$ cat src/rtl/spi_frame_buffer.sv
// spi_frame_buffer: host TX/RX FIFOs around an SPI frame controller, sequencing one frame per start
module spi_frame_buffer_fifo #(
  parameter int W = 8,
  parameter int DEPTH = 8
) (
  input  logic                     clk,
  input  logic                     rst,
  input  logic                     push,
  input  logic                     pop,
  input  logic [W-1:0]             din,
  output logic [W-1:0]             dout,
  output logic [$clog2(DEPTH):0]   count
);
  localparam int AW = $clog2(DEPTH);
  localparam logic [AW:0] FULL = (AW+1)'(DEPTH);
  logic [W-1:0] mem [DEPTH];
  logic [AW-1:0] wp, rp;
  logic do_push, do_pop;
  assign do_push = push && count != FULL;
  assign do_pop = pop && count != '0;
  assign dout = count == '0 ? '0 : mem[rp];
  always_ff @(posedge clk)
    if (do_push) mem[wp] <= din;
  always_ff @(posedge clk) begin
    if (rst) begin
      wp <= '0;
      rp <= '0;
      count <= '0;
    end else begin
      if (do_push) wp <= wp + 1'b1;
      if (do_pop) rp <= rp + 1'b1;
      count <= count + {{AW{1'b0}}, do_push} - {{AW{1'b0}}, do_pop};
    end
  end
endmodule

module spi_frame_buffer #(
  parameter int DATA_BITS = 8,
  parameter int FRAME_WORDS = 4,
  parameter int DEPTH = 8
) (
  input  logic                       clk,
  input  logic                       rst,
  input  logic                       wr_en,
  input  logic [DATA_BITS-1:0]       wr_data,
  output logic                       tx_full,
  output logic [$clog2(DEPTH):0]     tx_count,
  input  logic                       start,
  output logic                       busy,
  output logic                       done,
  output logic                       spi_en,
  output logic [DATA_BITS-1:0]       spi_data,
  input  logic                       spi_ready,
  input  logic                       spi_valid,
  input  logic [DATA_BITS-1:0]       spi_rx_data,
  input  logic                       rd_en,
  output logic [DATA_BITS-1:0]       rd_data,
  output logic                       rx_empty,
  output logic [$clog2(DEPTH):0]     rx_count,
  output logic                       spi_err
);
  localparam int CW = $clog2(DEPTH) + 1;
  localparam int SW = $clog2(FRAME_WORDS) + 1;
  localparam logic [CW-1:0] FW_C = CW'(FRAME_WORDS);
  localparam logic [CW-1:0] FULL_C = CW'(DEPTH);
  localparam logic [CW-1:0] RX_LIM = CW'(DEPTH - FRAME_WORDS);
  localparam logic [SW-1:0] FW_S = SW'(FRAME_WORDS);
  typedef enum logic [1:0] {IDLE, RUN, DRAIN} state_t;
  state_t state;
  logic [SW-1:0] sent, rcvd, sent_n, rcvd_n;
  logic tx_pop, rx_push;
  // Pops stop at FRAME_WORDS so host words queued during RUN stay for the next frame
  assign tx_pop = state == RUN && spi_ready && sent != FW_S;
  assign rx_push = state != IDLE && spi_valid && rcvd != FW_S;
  assign sent_n = sent + SW'(tx_pop);
  assign rcvd_n = rcvd + SW'(rx_push);
  assign tx_full = tx_count == FULL_C;
  assign rx_empty = rx_count == '0;
  spi_frame_buffer_fifo #(.W(DATA_BITS), .DEPTH(DEPTH)) u_tx (
    .clk(clk), .rst(rst), .push(wr_en), .pop(tx_pop), .din(wr_data), .dout(spi_data), .count(tx_count)
  );
  spi_frame_buffer_fifo #(.W(DATA_BITS), .DEPTH(DEPTH)) u_rx (
    .clk(clk), .rst(rst), .push(rx_push), .pop(rd_en), .din(spi_rx_data), .dout(rd_data), .count(rx_count)
  );
  always_ff @(posedge clk) begin
    if (rst) begin
      state <= IDLE;
      sent <= '0;
      rcvd <= '0;
      busy <= 1'b0;
      done <= 1'b0;
      spi_en <= 1'b0;
      spi_err <= 1'b0;
    end else begin
      done <= 1'b0;
      if (state == IDLE) begin
        if (spi_ready || spi_valid) spi_err <= 1'b1;
        if (start && tx_count >= FW_C && rx_count <= RX_LIM) begin
          state <= RUN;
          busy <= 1'b1;
          spi_en <= 1'b1;
          sent <= '0;
          rcvd <= '0;
        end
      end else begin
        sent <= sent_n;
        rcvd <= rcvd_n;
        if (sent_n == FW_S && rcvd_n == FW_S) begin
          state <= IDLE;
          busy <= 1'b0;
          spi_en <= 1'b0;
          done <= 1'b1;
        end else if (state == RUN && sent_n == FW_S) begin
          state <= DRAIN;
          spi_en <= 1'b0;
        end
      end
    end
  end
endmodule

$ cat config.mk
export PLATFORM = sky130hd
export DESIGN_NAME = spi_frame_buffer
export DESIGN_NICKNAME = d
export VERILOG_FILES = /design/src/rtl/spi_frame_buffer.sv
export SDC_FILE = /design/constraint.sdc
export NUM_CORES = 1
export LEC_CHECK = 0
export CAP_MARGIN = 0
export CORE_MARGIN = 1
export CORE_UTILIZATION = 60
export CTS_BUF_LIST = sky130_fd_sc_hd__clkbuf_8
export DETAILED_ROUTE_END_ITERATION = 10
export PLACE_DENSITY = 0.79
export SLEW_MARGIN = 10
export SYNTH_ARGS = -nofsm -noshare
export SYNTH_HDL_FRONTEND = slang
export SYNTH_SLANG_ARGS = --single-unit
$ cat constraint.sdc
create_clock -name clk -period 2.6 [get_ports clk]
set_input_delay 0.52 -clock clk [delete_from_list [all_inputs] [get_ports clk]]
set_output_delay 0.52 -clock clk [all_outputs]
set_load 0.02 [all_outputs]
Word level (Yosys, flattened, before mapping)

Memory sizes are Yosys's and may differ from the RTL's. A register that Yosys moved wholly into a read port is not among the register bits.
Index checks and enable logic that the tools add are counted.

Register bits: 32
RAM bits: 128
Output and inout port bits: 30
Memory bits (read-only): 0
Bits in latches: 0
Memories: 2
Word-level logic and storage cells: 85

Add/sub/neg operators: 10
Muxes and demuxes: 24
Reduce and logical (&&, ||, !) cells: 25
Eq/ne operators: 9
Shift-type cells: 0
Magnitude comparators: 2
Bitwise gates (word level): 0
$mul: 0
Div/mod/pow operators: 0

Memories:

| memory   | words | width | rd ports | clocked after Yosys merged registers in | wr ports | RTL line | RTL |
|---|---|---|---|---|---|---|---|
| u_rx.mem | 8     | 8     | 1        | 1                                       | 1        | 16       | `logic [W-1:0] mem [DEPTH];` |
| u_tx.mem | 8     | 8     | 1        | 1                                       | 1        | 16       |  |

Operator list:

| operator              | count |
|---|---|
| $mux W3               | 7 |
| $mux W8               | 2 |
| $add A3 B1 Y3 const B | 4 |
| $logic_and A1 B1 Y1   | 12 |
| $mux W1               | 11 |
| $add A4 B1 Y4         | 2 |
| $logic_not A4 Y1      | 2 |
| $mux W2               | 4 |
| $ne A4 B4 Y1 const B  | 2 |
| $reduce_bool A4 Y1    | 2 |
| $sub A4 B1 Y4         | 2 |
| $add A3 B1 Y3         | 2 |
| $eq A3 B3 Y1 const B  | 2 |
| $ne A3 B3 Y1 const B  | 2 |
| $reduce_and A2 Y1     | 3 |
| $eq A4 B4 Y1 const B  | 1 |
| $ge A4 B3 Y1 const B  | 1 |
| $le A4 B3 Y1 const B  | 1 |
| $reduce_bool A2 Y1    | 2 |
| $reduce_bool A3 Y1    | 1 |
| $eq A2 B1 Y1 const B  | 1 |
| $logic_not A2 Y1      | 1 |
| $ne A2 B1 Y1 const B  | 1 |
| $reduce_or A2 Y1      | 1 |
| $logic_or A1 B1 Y1    | 1 |

Depth between registers and ports, before layout

Depth in word-level cells: 9
Gate-level depth with buffers: 12

Hierarchy

Synthesis repeated with hierarchy kept, for this count alone.

Cells, all modules: 482
Area, all modules: 6944.2 µm²

By module, submodules not included:

| module                | seq. area each (µm²) | times used | cells an instance | area an instance (µm²) |
|---|---|---|---|---|
| spi_frame_buffer_fifo | 2182.1               | 2          | 211               | 3181.8 |
| spi_frame_buffer      | 220.2                | 1          | 60                | 580.6 |

Worst setup path before layout

OpenSTA, ideal clock, no wires.

Kind: register -> register
From: register u_rx.count[2]
To: register u_rx.count[3]
Data required time: 2479 ps
Cell stages (with the launch flop): 12
Arrival: 2407 ps
Library setup time: 121 ps
Path slack: 72 ps
Period minus slack after synthesis: 2528 ps
Cell sequence: dfxtp_1 > inv_1 > ha_1 > or3b_4 > inv_1 > nor2_1 > ha_1 > inv_1 > ha_1 > a21o_1 > a21oi_1 > mux2_2

Elaborated cells on any way between the ends: 6
Those cells by class: add/sub: 2; eq/ne: 1; reduce/logical: 3

RTL lines:

| item                   | RTL line | RTL |
|---|---|---|
| start, declared        | 12       | `output logic [$clog2(DEPTH):0] count` |
| start signal, assigned | 32       | `count <= count + {{AW{1'b0}}, do_push} - {{AW{1'b0}}, do_pop};` |
| $reduce_bool A4 Y1     | 20       | `assign do_pop = pop && count != '0;` |
| $logic_and A1 B1 Y1    | 20       |  |
| via u_rx.do_pop        | 18       | `logic do_push, do_pop;` |
| $sub A4 B1 Y4          | 32       |  |

The timed path passes the listed nets, and every way through them passes these cells.
A chain may end at the register's enable or synchronous reset.

Final worst setup path

From: register u_rx.count[2]
To: output port rd_data[0]

Longest elaborated chain between the ends: 2

RTL lines:

| item             | RTL line | RTL |
|---|---|---|
| $logic_not A4 Y1 | 21       | `assign dout = count == '0 ? '0 : mem[rp];` |
| $mux W8          | 21       |  |
| end, declared    | 57       | `output logic [DATA_BITS-1:0] rd_data,` |

Every way passes these cells.

==> impl_metrics.ini <==
[outcome]
status = finished clean

[place]
dp_hpwl_mm = 8.717
io_buffers = 52
placed_area_um2 = 7905
routabilityCongestion = 0.8093
pre_cts_slack_ns = -0.2041

[cells_and_area]
diodes = 0
syn_to_final_growth_pct = 18.95
finalNetCount = 573
final_area_um2 = 8287
drive_above_1_share = 0.2579

[clock_tree]
cts_sinks = 165
htreeDepth = 4
clock-root-buffer = clkbuf_8
cts_buffer_depth = 2
clk-insertion-delay-late_ns = 0.44
cts_tree = yes
numCtsBuffers = 17
clk_pin_slew_ns = 0.08
cts_hold_repair.buffers = 0

[synth]
synth-seq-cells = 165
synth_edf_count = 128
ys_warn_count = 0
yosysSeqAreaShare = 0.6580
ys_types = 54
synth_nets = 468
synth_ff_type = edfxtp_1
postSynthCellCount = 421
syn_area_um2 = 6967
synthArstFlopShare = 0
syn_area_per_cell_um2 = 16.55

[floorplanning]
dieArea_um2 = 12050
ios = 53
core_area_um2 = 11080
die_w_um = 109.8
start_util = 0.6289
rows = 38
die_h_um = 109.8

[global_route]
grt_max_degree = 39
grt_pass1_wl_mm = 20.73
grt_pass1_vias = 4069
globalRouteTotalUtil = 0.2441
grt_remaining_overflow = 0
antenna_found_initial = 0

[critical_path]
critPathTopFamily = simple AND/OR/NAND/NOR gates
worst-setup-path-type = reg -> out
worst_ep_required_time_ns = 2.08
crit_path_end_kind = output port
worst-path-buf-inv = 3
start_kind = register
crit_top_cell = buf_6
critPathMaxStageDelay_ns = 0.38
cp_cell_sequence = inv_2 > ha_1 > or3b_4 > buf_6 > and2_4 > a22o_1 > buf_6
crit_arrival_ns = 2.03
crit_fanout = 8
critical-path-slowest-cell = or3b_4

[routing]
via_per_inst = 5.898
dr.pass1.iters = 4
postRouteAntennaNets = 0
drtIter0Drc = 262
wl_per_cell_um = 19.45
drc_errors = 0
drt-total-wl_mm = 13.21
vias = 4005

[min_path]
hold_class = reg -> reg

[sta]
hold_viol_final = 0
fin_hold_ws_ns = 0.4565
worst_pin_slew_ns = 0.4466
finalCritPeriodShare = 0.9807
setup_viol = 0
finalWorstSetupSlack_ns = 0.05023
period_needed_ns = 2.550
max_freq_mhz = 392.2
final_max_slew_viol_count = 0
skew_ns = 0.006161
rsz0062_at_grt = true
slew_headroom = 0.7012

[power]
p_per_area_nw_per_um2 = 841.1
power_leakage_nw = 2.982
max-vdd-ir-drop_mv = 0.5897

[run]
drv_cap = 0
## where the power goes
group          switching [W]  internal, W
Clock               0.000922     0.000758
Sequential         0.0000957      0.00300
Combinational        0.00114      0.00106
Total                0.00216      0.00481
## repair_timing
| action | CTS | global route |
|---|---|---|
| pin swaps | 0 | 1 |
| resized for setup | 71 | 12 |
| buffers inserted | 3 | 2 |
| setup endpoints to repair | 18 | 14 |
| gates cloned | 1 | 0 |
## layout by cell type, fill, tap and decap left out, types with 8 or more instances in the layout
master,count
a21oi_1,11
mux4_2,14
clkdlybuf4s50_1,34
edfxtp_1,128
inv_1,24
buf_2,13
nand3_1,8
dfxtp_1,34
nor2_1,26
clkbuf_8,17
buf_4,47
mux4_1,18
nor2b_1,11
ha_1,22
a22o_1,16
## per-stage QoR
stage	total power (W)	util	std cells	TNS, ns
final	0.006970	0.7480	679	0
after global routing	0.007317	0.7480	679	-0.07439
after CTS	0.007005	0.7478	677	-0.03893
after detailed placement	0.005390	0.7136	641	-1.374
after global placement	0.005309	0.7136	641	-0.3142
after floorplan	0.004451	-	421	0
## state kept, by name, indices dropped and copies added, names as in the netlist, named ones only
signal,cells
busy,1
done,1
rcvd,3
sent,3
spi_err,1
state,2
u_rx.count,4
u_rx.mem,64
u_rx.rp,3
u_rx.wp,3
u_tx.count,4
u_tx.mem,64
u_tx.rp,3
u_tx.wp,3
## path summary, 6_finish.rpt
path	startpoint	to	slack (ns)	depth (start not counted)
hold reg to reg	spi_err	spi_err	0.46	2
setup / recovery	u_rx.count[2]	rd_data[0]	0.05	7
hold / removal	spi_err	spi_err	0.46	2
setup reg to reg	u_rx.count[2]	u_rx.count[3]	0.12	12
## metal layers
| layer | vias to the layer above | routed length, um | global-route usage |
|---|---|---|---|
| li1 | 1884 | - | - |
| met1 | 1978 | 5530 | 0.3109 |
| met2 | 131 | 6744 | 0.4088 |
| met3 | 12 | 788 | 0.05631 |
| met4 | 0 | 142 | 0.09429 |
| met5 | - | 0 | 0 |
## cell type report
class,count,area (um2)
Clock buffer,17,234.0
Sequential cell,165,4591
Clock inverter,15,133.9
Tap cell,140,175.2
Timing Repair Buffer,102,867.1
Fill cell,691,2791
Multi-Input combinational cell,212,2181
Inverter,28,105.1
## kinds of logic after synthesis
logic type | synth area share
AO/OA/AOI/OAI | 0.05999
AND/OR/NAND/NOR | 0.07400
adder cells (fa/ha/maj) | 0.04526
flip-flops | 0.6580
buffers and inverters | 0.03125
XOR/XNOR | 0.005030
multiplexers | 0.1264
## cell usage after synthesis, drive strengths merged, types with 3 or more instances
master / n / area share
edfxtp: 128 / 0.55
dfxtp: 37 / 0.11
mux4: 32 / 0.11
inv: 27 / 0.015
nor2: 27 / 0.015
ha: 22 / 0.040
a22o: 16 / 0.020
a21oi: 11 / 0.0079
buf: 11 / 0.013
nor2b: 11 / 0.0099
nand3: 9 / 0.0083
mux2: 7 / 0.012
nor3: 7 / 0.0065
nand2: 6 / 0.0032
nor4b: 6 / 0.0075
o21ai: 6 / 0.0043
clkbuf: 5 / 0.0027
nor3b: 5 / 0.0054
o21a: 4 / 0.0043
o32ai: 4 / 0.0050
or3b: 4 / 0.0061
or2: 3 / 0.0027
xnor2: 3 / 0.0038
## worst min-delay path, stage by stage, from the launching register on
cell and delay [ns]:
dfxtp_1 0.32, inv_1 0.05, a21oi_1 0.05
Note: power is estimated with default switching activity, not from simulation.
